$ cat config.mk
export PLATFORM = sky130hd
export DESIGN_NAME = seq_detect_param
export DESIGN_NICKNAME = d
export VERILOG_FILES = /design/src/rtl/seq_detect_param.sv
export SDC_FILE = /design/constraint.sdc
export NUM_CORES = 1
export LEC_CHECK = 0
export CAP_MARGIN = 20
export CORE_UTILIZATION = 45
export DETAILED_ROUTE_END_ITERATION = 8
export GPL_TIMING_DRIVEN = 0
export PLACE_DENSITY = 0.73
export SYNTH_ARGS = -nofsm -noshare
export SYNTH_HDL_FRONTEND = slang
export SYNTH_SLANG_ARGS = --single-unit
$ cat constraint.sdc
create_clock -name clk -period 1.9 [get_ports clk]
set_clock_uncertainty 0.15 [all_clocks]
set_input_delay 0.19 -clock clk [delete_from_list [all_inputs] [get_ports clk]]
set_output_delay 0.19 -clock clk [all_outputs]
set_load 0.05 [all_outputs]
$ cat src/rtl/seq_detect_param.sv
`default_nettype none
// ============================================================================
// Module      : seq_detect_param
// Description : Parametrised MSB-first serial pattern detector with KMP
//               fallback, saturating match counter and illegal-state recovery.
// Revision    : 1.0 - initial release
// ============================================================================
module seq_detect_param #(
    parameter int                 PAT_W   = 4,
    parameter logic [PAT_W-1:0]   PATTERN = 4'b1101,
    parameter bit                 OVERLAP = 1'b1,
    parameter int                 CNT_W   = 8
) (
    input  logic             clk,
    input  logic             rst,
    input  logic             clr,
    input  logic             in_valid,
    input  logic             in_bit,
    output logic             det,
    output logic [CNT_W-1:0] det_cnt,
    output logic             rec,
    output logic             err
);

    localparam int          c_st_w  = $clog2(PAT_W) + 1;
    localparam logic [31:0] c_pat32 = 32'(PATTERN);

    logic [c_st_w-1:0] r_st;
    logic              r_det;
    logic [CNT_W-1:0]  r_cnt;
    logic              r_rec;
    logic              r_err;

    logic [c_st_w-1:0] w_st;
    logic [31:0]       w_k;
    logic [PAT_W-1:0]  w_s;
    logic [PAT_W-1:0]  w_cand;
    logic [c_st_w-1:0] w_fb;
    logic              w_legal;
    logic              w_match;
    logic [c_st_w-1:0] w_st_nxt;
    logic              w_det_nxt;
    logic [CNT_W-1:0]  w_cnt_nxt;
    logic              w_rec_nxt;
    logic              w_err_nxt;

    // Current prefix length as seen by all next-state logic.
    assign w_st    = r_st;
    assign w_k     = 32'(w_st);
    assign w_legal = (w_k < 32'(PAT_W));

    // s = first k pattern bits followed by the incoming bit, newest bit in the LSB.
    assign w_s = PAT_W'((c_pat32 >> (32'(PAT_W) - w_k)) << 1) | PAT_W'(in_bit);

    assign w_match = (w_k == 32'(PAT_W - 1)) && (w_s == PATTERN);

    // Candidate L: the last L bits of s equal the first L pattern bits.
    // Lengths stop at PAT_W-1, so a full match falls back to a proper prefix.
    assign w_cand[0] = 1'b1;

    for (genvar L = 1; L < PAT_W; L++) begin : g_cand
        localparam logic [PAT_W-1:0] c_mask = PAT_W'((32'd1 << L) - 32'd1);
        localparam logic [PAT_W-1:0] c_pfx  = PAT_W'(c_pat32 >> (PAT_W - L));

        assign w_cand[L] = (w_k + 32'd1 >= 32'(L)) && ((w_s & c_mask) == c_pfx);
    end

    always_comb begin
        w_fb = '0;
        for (int L = 0; L < PAT_W; L++) begin
            if (w_cand[L]) begin
                w_fb = c_st_w'(L);
            end
        end
    end

    always_comb begin
        w_st_nxt  = w_st;
        w_det_nxt = 1'b0;
        w_cnt_nxt = r_cnt;
        w_rec_nxt = 1'b0;
        w_err_nxt = r_err;
        if (clr) begin
            w_st_nxt  = '0;
            w_cnt_nxt = '0;
            w_err_nxt = 1'b0;
        end else if (!w_legal) begin
            w_st_nxt  = '0;
            w_rec_nxt = 1'b1;
            w_err_nxt = 1'b1;
        end else if (in_valid) begin
            w_st_nxt  = (w_match && !OVERLAP) ? '0 : w_fb;
            w_det_nxt = w_match;
            if (w_match && !(&r_cnt)) begin
                w_cnt_nxt = r_cnt + 1'b1;
            end
        end
    end

    always_ff @(posedge clk or posedge rst) begin
        if (rst) begin
            r_st  <= '0;
            r_det <= 1'b0;
            r_cnt <= '0;
            r_rec <= 1'b0;
            r_err <= 1'b0;
        end else begin
            r_st  <= w_st_nxt;
            r_det <= w_det_nxt;
            r_cnt <= w_cnt_nxt;
            r_rec <= w_rec_nxt;
            r_err <= w_err_nxt;
        end
    end

    assign det     = r_det;
    assign det_cnt = r_cnt;
    assign rec     = r_rec;
    assign err     = r_err;

endmodule
`default_nettype wire

# Word-level counts from Yosys, hierarchy flattened
# Index checks and enable logic that the tools add are counted.
[word_totals]
ff_bits = 14
inputBits = 5
out_inout_bits = 11
wordCells = 48
[classes]
add_sub_neg = 3
n_lt_le_gt_ge = 4
eq_ne = 6
shifts = 1
n_mux = 17
bitwise = 1
n_reduce_logical = 11
[op_table]
columns = ["operator", "count"]
rows = [
  ["32-bit by 1-bit greater-or-equal comparator with 1-bit output (second input constant)", 1],
  ["32-bit by 2-bit greater-or-equal comparator with 1-bit output (second input constant)", 1],
  ["8-bit two-way mux", 4],
  ["4-bit by 32-bit right shift with 3-bit output (first input constant)", 1],
  ["3-bit two-way mux", 3],
  ["8-bit by 1-bit adder with 8-bit output (second input constant)", 1],
  ["1-bit two-way mux", 8],
  ["8-bit AND reduction", 1],
  ["2-bit nonzero test", 3],
  ["1-bit logical AND", 5],
  ["3-bit by 1-bit adder with 4-bit output (second input constant)", 1],
  ["4-bit equality test (second input constant)", 1],
  ["4-bit by 2-bit greater-or-equal comparator with 1-bit output (second input constant)", 1],
  ["2-bit two-way mux", 2],
  ["4-bit by 1-bit bitwise OR with 4-bit output", 1],
  ["3-bit by 3-bit subtractor with 4-bit output (first input constant)", 1],
  ["3-bit by 2-bit equality test with 1-bit output (second input constant)", 1],
  ["3-bit equality test (second input constant)", 1],
  ["3-bit less-than comparator (second input constant)", 1],
  ["3-bit inequality test (second input constant)", 1],
  ["3-bit AND reduction", 1],
  ["2-bit equality test (second input constant)", 1],
  ["2-bit inequality test (second input constant)", 1],
  ["1-bit zero test", 1],
]

# Depth between registers and ports, before layout
# Gate-level depths: netlist of the first run.
[depth]
ltp_word = 10
ltp_mapped = 7
ltp_nobuf = 6

# Least setup slack after synthesis of the first run
# No wires, ideal clock.
[synth_timing]
path_type = "reg-to-reg"
start = "register r_cnt[0] (netlist: det_cnt[0])"
end = "register r_cnt[1] (netlist: det_cnt[1])"
setup_ns = 0.132
t_arrival_ns = 1.584
required_time_ns = 1.618
setup_slack_ns = 0.035
path_stages_with_launch = 6
n_path_buf = 0
synth_period_minus_slack_ns = 1.865
cell_sequence = "dfrtp_1 ha_1 nand3_1 o21ai_2 mux2i_1 nor2_1"
[synth_between]
elab_chain_cells = 5
word_cells_on_any_way = 10
cone_classes = "add/sub (1); mux (4); reduce/logical (5)"
[synth_rtl]
columns = ["item", "line", "rtl"]
rows = [
  ["start: declaration", "30", "logic [CNT_W-1:0] r_cnt;"],
  ["start signal: assignment", "110", "r_cnt <= w_cnt_nxt;"],
  ["8-bit by 1-bit adder with 8-bit output / 8-bit AND reduction (equally long branches)", "95, 94", ""],
  ["8-bit two-way mux / 1-bit zero test (equally long branches)", "94", "if (w_match && !(&r_cnt)) begin"],
  ["8-bit two-way mux / 1-bit logical AND (equally long branches)", "91, 94", ""],
  ["8-bit two-way mux / 2-bit nonzero test (equally long branches)", "n/a", ""],
  ["8-bit two-way mux / 3-bit AND reduction (equally long branches)", "n/a", ""],
]
# Several ways; a longest one is shown, not always the timed one. The select of a mux whose other input is x is not followed.
# A chain may end at the register's enable or synchronous reset.

# Worst setup path in the final report of the first run
[layout_timing]
start = "register r_cnt[7] (netlist: det_cnt[7])"
end = "output port det_cnt[7]"
[layout_lines]
columns = ["item", "line", "rtl"]
rows = [
  ["end: declaration", "20", "output logic [CNT_W-1:0] det_cnt,"],
]
# No word-level cell between the ends.

==> results of run 1 <==
[power by group]
part	switching, mW	internal [mW]
registers	0.00338	0.258
clock network	0.0739	0.0730
logic	0.0288	0.0236
[logic make-up (layout without fill, tap and decap cells)]
logic type	after synthesis	after routing	synth area share [%]
and+or+nand+nor	25	25	20.5
DFF	12	12	43.2
adders and majority gates	5	5	8.99
other	1	1	0.539
muxes	3	3	4.32
AOI/OAI and AO/OA	9	9	10.8
buffers and inverters	7	25	5.39
xor gates and xnor gates	5	5	6.29
[area by class of cell]
class / instances / area share (%)
Timing Repair Buffer: 15 / 17.5
Multi-Input combinational cell: 48 / 40.8
Sequential cell: 12 / 33.1
Tap cell: 15 / 2.07
Buffer: 3 / 2.48
Clock buffer: 3 / 2.48
Inverter: 4 / 1.65
[worst max-delay path by stage]
stage / to / slack, ns / cells past startpoint
after floorplan: det_cnt[1]$_DFFE_PP0P_ / 0.03 / 5
after global placement: det_cnt[4]$_DFFE_PP0P_ / 0.05 / 7
after detailed placement: det_cnt[6]$_DFFE_PP0P_ / 0.05 / 7
after CTS: det_cnt[2] / 0.0005 / 1
after global routing: det_cnt[6]$_DFFE_PP0P_ / 0.001 / 7
final: det_cnt[7] / 0.08 / 1
[routing by layer]
| metal | share of wire [%] | vias to the layer above |
|---|---|---|
| met2 | 51 | 10 |
| met5 | 0 | - |
| met4 | 1.6 | 0 |
| met3 | 2.4 | 2 |
| li1 | - | 274 |
| met1 | 45 | 247 |
[timing repair]
action,CTS,global route
endpoints found under the setup margin,1,12
buffers inserted,0,1
resized for setup,1,7
[Yosys cell counts (2+ instances only)]
cell	instances	area, um2
inv_1	4	15.0
mux2i_1	3	30.0
nand4_1	3	18.8
o21ai_0	2	10.0
xor2_1	5	43.8
a311oi_1	2	17.5
ha_1	5	62.6
dfrtp_1	12	300
nor2b_1	2	12.5
nor2_1	11	41.3
o211ai_1	2	15.0
[sequential cells by signal, summed over array words and instances (netlist names)]
name     count
det_cnt      8
r_st         2
det          1
err          1
==> key figures, run 1 <==
Place
  • Final GP Congestion: 0.752
  • Placed cell area: 855 um2
  • Port bufs: 14
  • Pre-CTS setup slack: 0.0536 ns
  • HPWL after detailed placement: 938 um
  • Dpl cells: 96

Yosys
  • Mapped Area: 696 um2
  • Ys flop type: dfrtp_1
  • Synth warn: 0
  • Syn Inst Count: 67
  • Asr flop ratio synth: 100%
  • Synthesized flop and latch total: 12
  • Sequential area share after synthesis: 43.2%
  • Number of flops mapped to enable cells by yosys: 0
  • Post-synthesis cell type count: 27
  • Post-Syn Nets: 77
  • Syn avg cell area: 10.4 um2

Clocking
  • Clock tree buffer depth: 2
  • CTS root buffer: clkbuf_4
  • Cts bufs inserted: 3
  • TritonCTS clock tree: built
  • Clock latency on the worst-skew pair: 0.26 ns
  • Reg clk slew, reported paths: 0.07 ns
  • H-tree level count: 1
  • Clock sink total: 12
  • CTS Hold Bufs: 0

Floorplan
  • Initial Util: 50.9%
  • DIE AREA: 1710 um2
  • Core area: 1370 um2
  • IO Pins: 16
  • Die H: 41.3 um
  • Die width: 41.3 um
  • Row count: 13

Critical path
  • Critical path's slowest cell: clkdlybuf4s50_1
  • CP Buf/Inv Count: 1
  • Max stage delay on crit path: 0.82 ns
  • Req. time, crit path: 1.56 ns
  • Crit. End Element: primary output
  • Reg2reg start: r_st[0]$_DFFE_PP0P_
  • CP Cell Sequence: clkdlybuf4s50_1
  • Reg-to-Reg End: det_cnt[6]$_DFFE_PP0P_
  • Worst Path Max Fanout: 4
  • Kind of critical path: flop to primary output
  • Setup crit start: det_cnt[7]$_DFFE_PP0P_
  • Critical Path AT: 1.48 ns
  • Top delay family on crit path: buffers and inverters
  • Startpoint types: flop
  • R2r worst-path depth: 7
  • FF-to-FF setup slack: 0.14 ns

GRT
  • GRT busiest layer: met2
  • Vias in the first global route: 461
  • Gr usage total: 18.4%
  • Met2 Usage GRT: 27.3%
  • Total grt overflow: 0
  • Largest net degree at the start of global routing: 13
  • Met3 GRT Util: 4.79%
  • First-pass GRT wire length: 1970 um
  • Initial antenna violation count: 0
  • M1 GR Usage: 23.3%

Timing
  • Final Critical Period: 1.82 ns
  • Final period util: 95.8%
  • Hold slack final: 0.0795 ns
  • Setup Viol. Count Final: 0
  • Setup ws final: 0.0793 ns
  • Headroom to the max-slew limit: 66.7%
  • Least-Margin Pin Slew: 0.499 ns
  • Setup_tns: 0 ns
  • RSZ-0062 raised after global routing: no
  • Final hold vios: 0
  • FMAX: 0.549 GHz
  • Slew Limit Fails: 0

Cells and area
  • Area grow syn2layout: 30.6%
  • Share of layout cells above drive strength 1: 14.1%
  • Fin nets: 97
  • Commonest non-fill, non-tap cell in the layout: dfrtp_1
  • Post-layout instance area: 908 um2
  • Fill cell total of the finished layout: 121
  • Multi-input gate area: 370 um2
  • Finished Core Util: 66.5%
  • Fin cells: 100
  • Register area: 300 um2
  • Most frequent cells in the layout: dfrtp_1, nor2_1, clkdlybuf4s50_1, xor2_1, dlymetal6s2s_1
  • ANT cells: 0

Pwr
  • Lkg Pwr: 0.520 nW
  • PD cells: 507 nW/um2
  • Total Power: 0.461 mW
  • Maximum VDD drop: 0.000236 V

Worst hold path
  • Hold WC Path Type: primary input to async pin

Route
  • DR WL/cell: 12.6 um
  • 1st-iter DRT viols: 11
  • DRT Wirelength: 1260 um
  • DRC viols: 0
  • Number of vias per cell: 5.33
  • Via count: 533
  • Routed Antenna Nets: 0
  • Drt first pass iters: 4

Run
  • Max_cap viols: 0

Status
  • Status: completed
(Power assumes the default switching activity.)
==> inputs of run 2 (changes only) <==
GPL_TIMING_DRIVEN = 1   (was 0)
==> run 2 against run 1 <==
- highest routed layer unchanged
- final cell count grew 1.0%
- register-to-register slack gained 0.02 ns
- wire length is the same
- first-iteration DRC count shrank 27%
==> key figures, run 2 (synthesis gave the netlist of run 1 again) <==
Cells and area
  • Multi-input gate area: 372 um2 (+0.34%)
  • Max reg flops: 8 (unchanged)
  • Commonest non-fill, non-tap cell in the layout: dfrtp_1
  • Share of layout cells above drive strength 1: 24.4% (+10 points)
  • Fill cell total of the finished layout: 122 (+0.83%)
  • Register area: 300 um2 (unchanged)
  • Area grow syn2layout: 29.0%
  • ANT cells: 0 (unchanged)
  • Most frequent cells in the layout: dfrtp_1, nor2_1, buf_4, clkdlybuf4s50_1, xor2_1
  • Fin nets: 97 (unchanged)

Pwr
  • PD cells: 578 nW/um2 (+14%)
  • Lkg Pwr: 0.442 nW (-15%)
  • Maximum VDD drop: 0.000387 V (+64%)

Critical path
  • Critical Path AT: 1.49 ns (about the same)
  • Kind of critical path: flop to primary output
  • Critical path's slowest cell: clkdlybuf4s50_1
  • Crit. End Element: primary output
  • FF-to-FF setup slack: 0.16 ns (+0.02 ns)
  • Crit path capture: det_cnt[7]
  • Top delay family on crit path: buffers and inverters
  • Worst Path Max Fanout: 4 (unchanged)
  • Crit path depth: 1 (unchanged)
  • Reg2reg start: r_st[1]$_DFFE_PP0P_
  • Setup crit start: det_cnt[7]$_DFFE_PP0P_
  • Startpoint types: flop
  • CP Buf/Inv Count: 1 (unchanged)
  • R2r worst-path depth: 6 (-1)
  • CP Cell Sequence: clkdlybuf4s50_1
  • Max stage delay on crit path: 0.82 ns (about the same)
  • Reg-to-Reg End: det_cnt[4]$_DFFE_PP0P_
  • Req. time, crit path: 1.56 ns (about the same)

Clocking
  • H-tree level count: 1 (unchanged)
  • Clock tree buffer depth: 2 (unchanged)
  • Cts bufs inserted: 3 (unchanged)
  • Reg clk slew, reported paths: 0.08 ns (about the same)
  • TritonCTS clock tree: built
  • Clock latency on the worst-skew pair: 0.27 ns (about the same)
  • Clock sink total: 12 (unchanged)
  • CTS root buffer: clkbuf_4

GRT
  • First-pass GRT wire length: 1830 um (-7.3%)
  • Largest net degree at the start of global routing: 13 (unchanged)
  • GRT busiest layer: met2
  • Vias in the first global route: 422 (-8.5%)
  • M1 GR Usage: 23.2% (-0.077 points)
  • Initial antenna violation count: 0 (unchanged)
  • Gr usage total: 17.0% (-1.4 points)
  • Total grt overflow: 0 (unchanged)
  • Met2 Usage GRT: 26.2% (-1.2 points)
  • Met3 GRT Util: 1.60% (-3.2 points)

Route
  • DR WL/cell: 12.5 um (-0.99%)
  • Via count: 535 (+0.38%)
  • Drt first pass iters: 4 (unchanged)
  • DRC viols: 0 (unchanged)
  • DRT Wirelength: 1260 um (unchanged)
  • 1st-iter DRT viols: 8 (-3)
  • Routed Antenna Nets: 0 (unchanged)
  • Number of vias per cell: 5.30 (-0.62%)

Timing
  • FMAX: 0.547 GHz (-0.38%)
  • Final Critical Period: 1.83 ns (+0.00701 ns)
  • Least-Margin Pin Slew: 0.499 ns (+0.000163 ns)
  • Final hold vios: 0 (unchanged)
  • Setup_tns: 0 ns (unchanged)
  • Setup ws final: 0.0723 ns (-0.00701 ns)
  • Slew Limit Fails: 0 (unchanged)
  • Headroom to the max-slew limit: 66.6% (about the same)
  • RSZ-0062 raised after global routing: no
  • Setup Viol. Count Final: 0 (unchanged)
  • Final period util: 96.2% (+0.37 points)

Worst hold path
  • Hold WC Path Type: primary input to async pin

Floorplan
  • Core area: 1370 um2 (unchanged)
  • Die width: 41.3 um (unchanged)
  • DIE AREA: 1710 um2 (unchanged)
  • IO Pins: 16 (unchanged)
  • Die H: 41.3 um (unchanged)
  • Initial Util: 50.9% (unchanged)
  • Row count: 13 (unchanged)

Status
  • Status: completed

Place
  • Final GP Congestion: 0.699 (-7.0%)
  • Pre-CTS setup slack: 0.0314 ns (-0.0221 ns)
  • HPWL after detailed placement: 923 um (-1.6%)
  • Port bufs: 14 (unchanged)

Run
  • Max_cap viols: 0 (unchanged)
run 2: cell count changes in the layout (fill, tap and decap cells not counted), sizes merged:
| cell | before | now |
|---|---|---|
| buf | 3 | 10 |
| dlygate4sd2 | 1 | 0 |
| dlymetal6s2s | 5 | 0 |
run 2: report_power, final:
| part | total [mW] | internal [mW] | switching (mW) |
|---|---|---|---|
| Sequential | 0.260 | 0.258 | 0.00197 |
| Clock | 0.202 | 0.116 | 0.0856 |
| Combinational | 0.0568 | 0.0257 | 0.0312 |
run 2: layer usage:
layer | routed length, um | vias up
met5 | 0 | -
met4 | 15 | 0
met3 | 31 | 2
met2 | 582 | 11
met1 | 628 | 249
li1 | - | 273
run 2: how the worst min path moves through the flow:
stage	start	cells after the start	to	slack (ns)
after CTS	rst	2	det_cnt[5]$_DFFE_PP0P_	0.1
final	rst	2	det_cnt[7]$_DFFE_PP0P_	0.08
after floorplan	rst	1	det$_DFF_PP0_	-0.1
after global routing	rst	2	det_cnt[7]$_DFFE_PP0P_	0.12
after global placement	err$_DFFE_PP0P_	1	err$_DFFE_PP0P_	0.33
after detailed placement	err$_DFFE_PP0P_	1	err$_DFFE_PP0P_	0.35
run 2: area by class of cell:
cell class	count	share of cell area, %
clock buffers	4	4.04
inverters	4	1.67
multi-input cells	48	41.4
flip-flops and latches	12	33.5
well taps	15	2.09
repair buffers	18	17.3
run 2: timing repair:
| action | in CTS | in global routing |
|---|---|---|
| hold buffers | 0 | 0 |
| setup buffers | 0 | 1 |
| endpoints found under the setup margin | 0 | 8 |
| resized for setup | 0 | 3 |
run 2: per-stage QoR:
stage / instances / cell area (um2) / util (%) / power (mW) / hold WS (ns)
5_1_grt: 101 / 897 / 65.7 / 0.541 / 0.120
3_5_place_dp: 96 / 840 / 61.4 / 0.315 / 0.348
6_report: 101 / 897 / 65.7 / 0.519 / 0.0788
3_3_place_gp: 96 / 840 / 61.4 / 0.314 / 0.332
4_1_cts: 100 / 876 / 64.1 / 0.519 / 0.0983
2_1_floorplan: 67 / 696 / - / 0.295 / -0.0953
==> inputs of run 3 (changes only) <==
SKIP_CTS_REPAIR_TIMING = 1   (was not set)
==> results of run 3 <==
Final layout, timing and power as in run 2 (identical DEF).
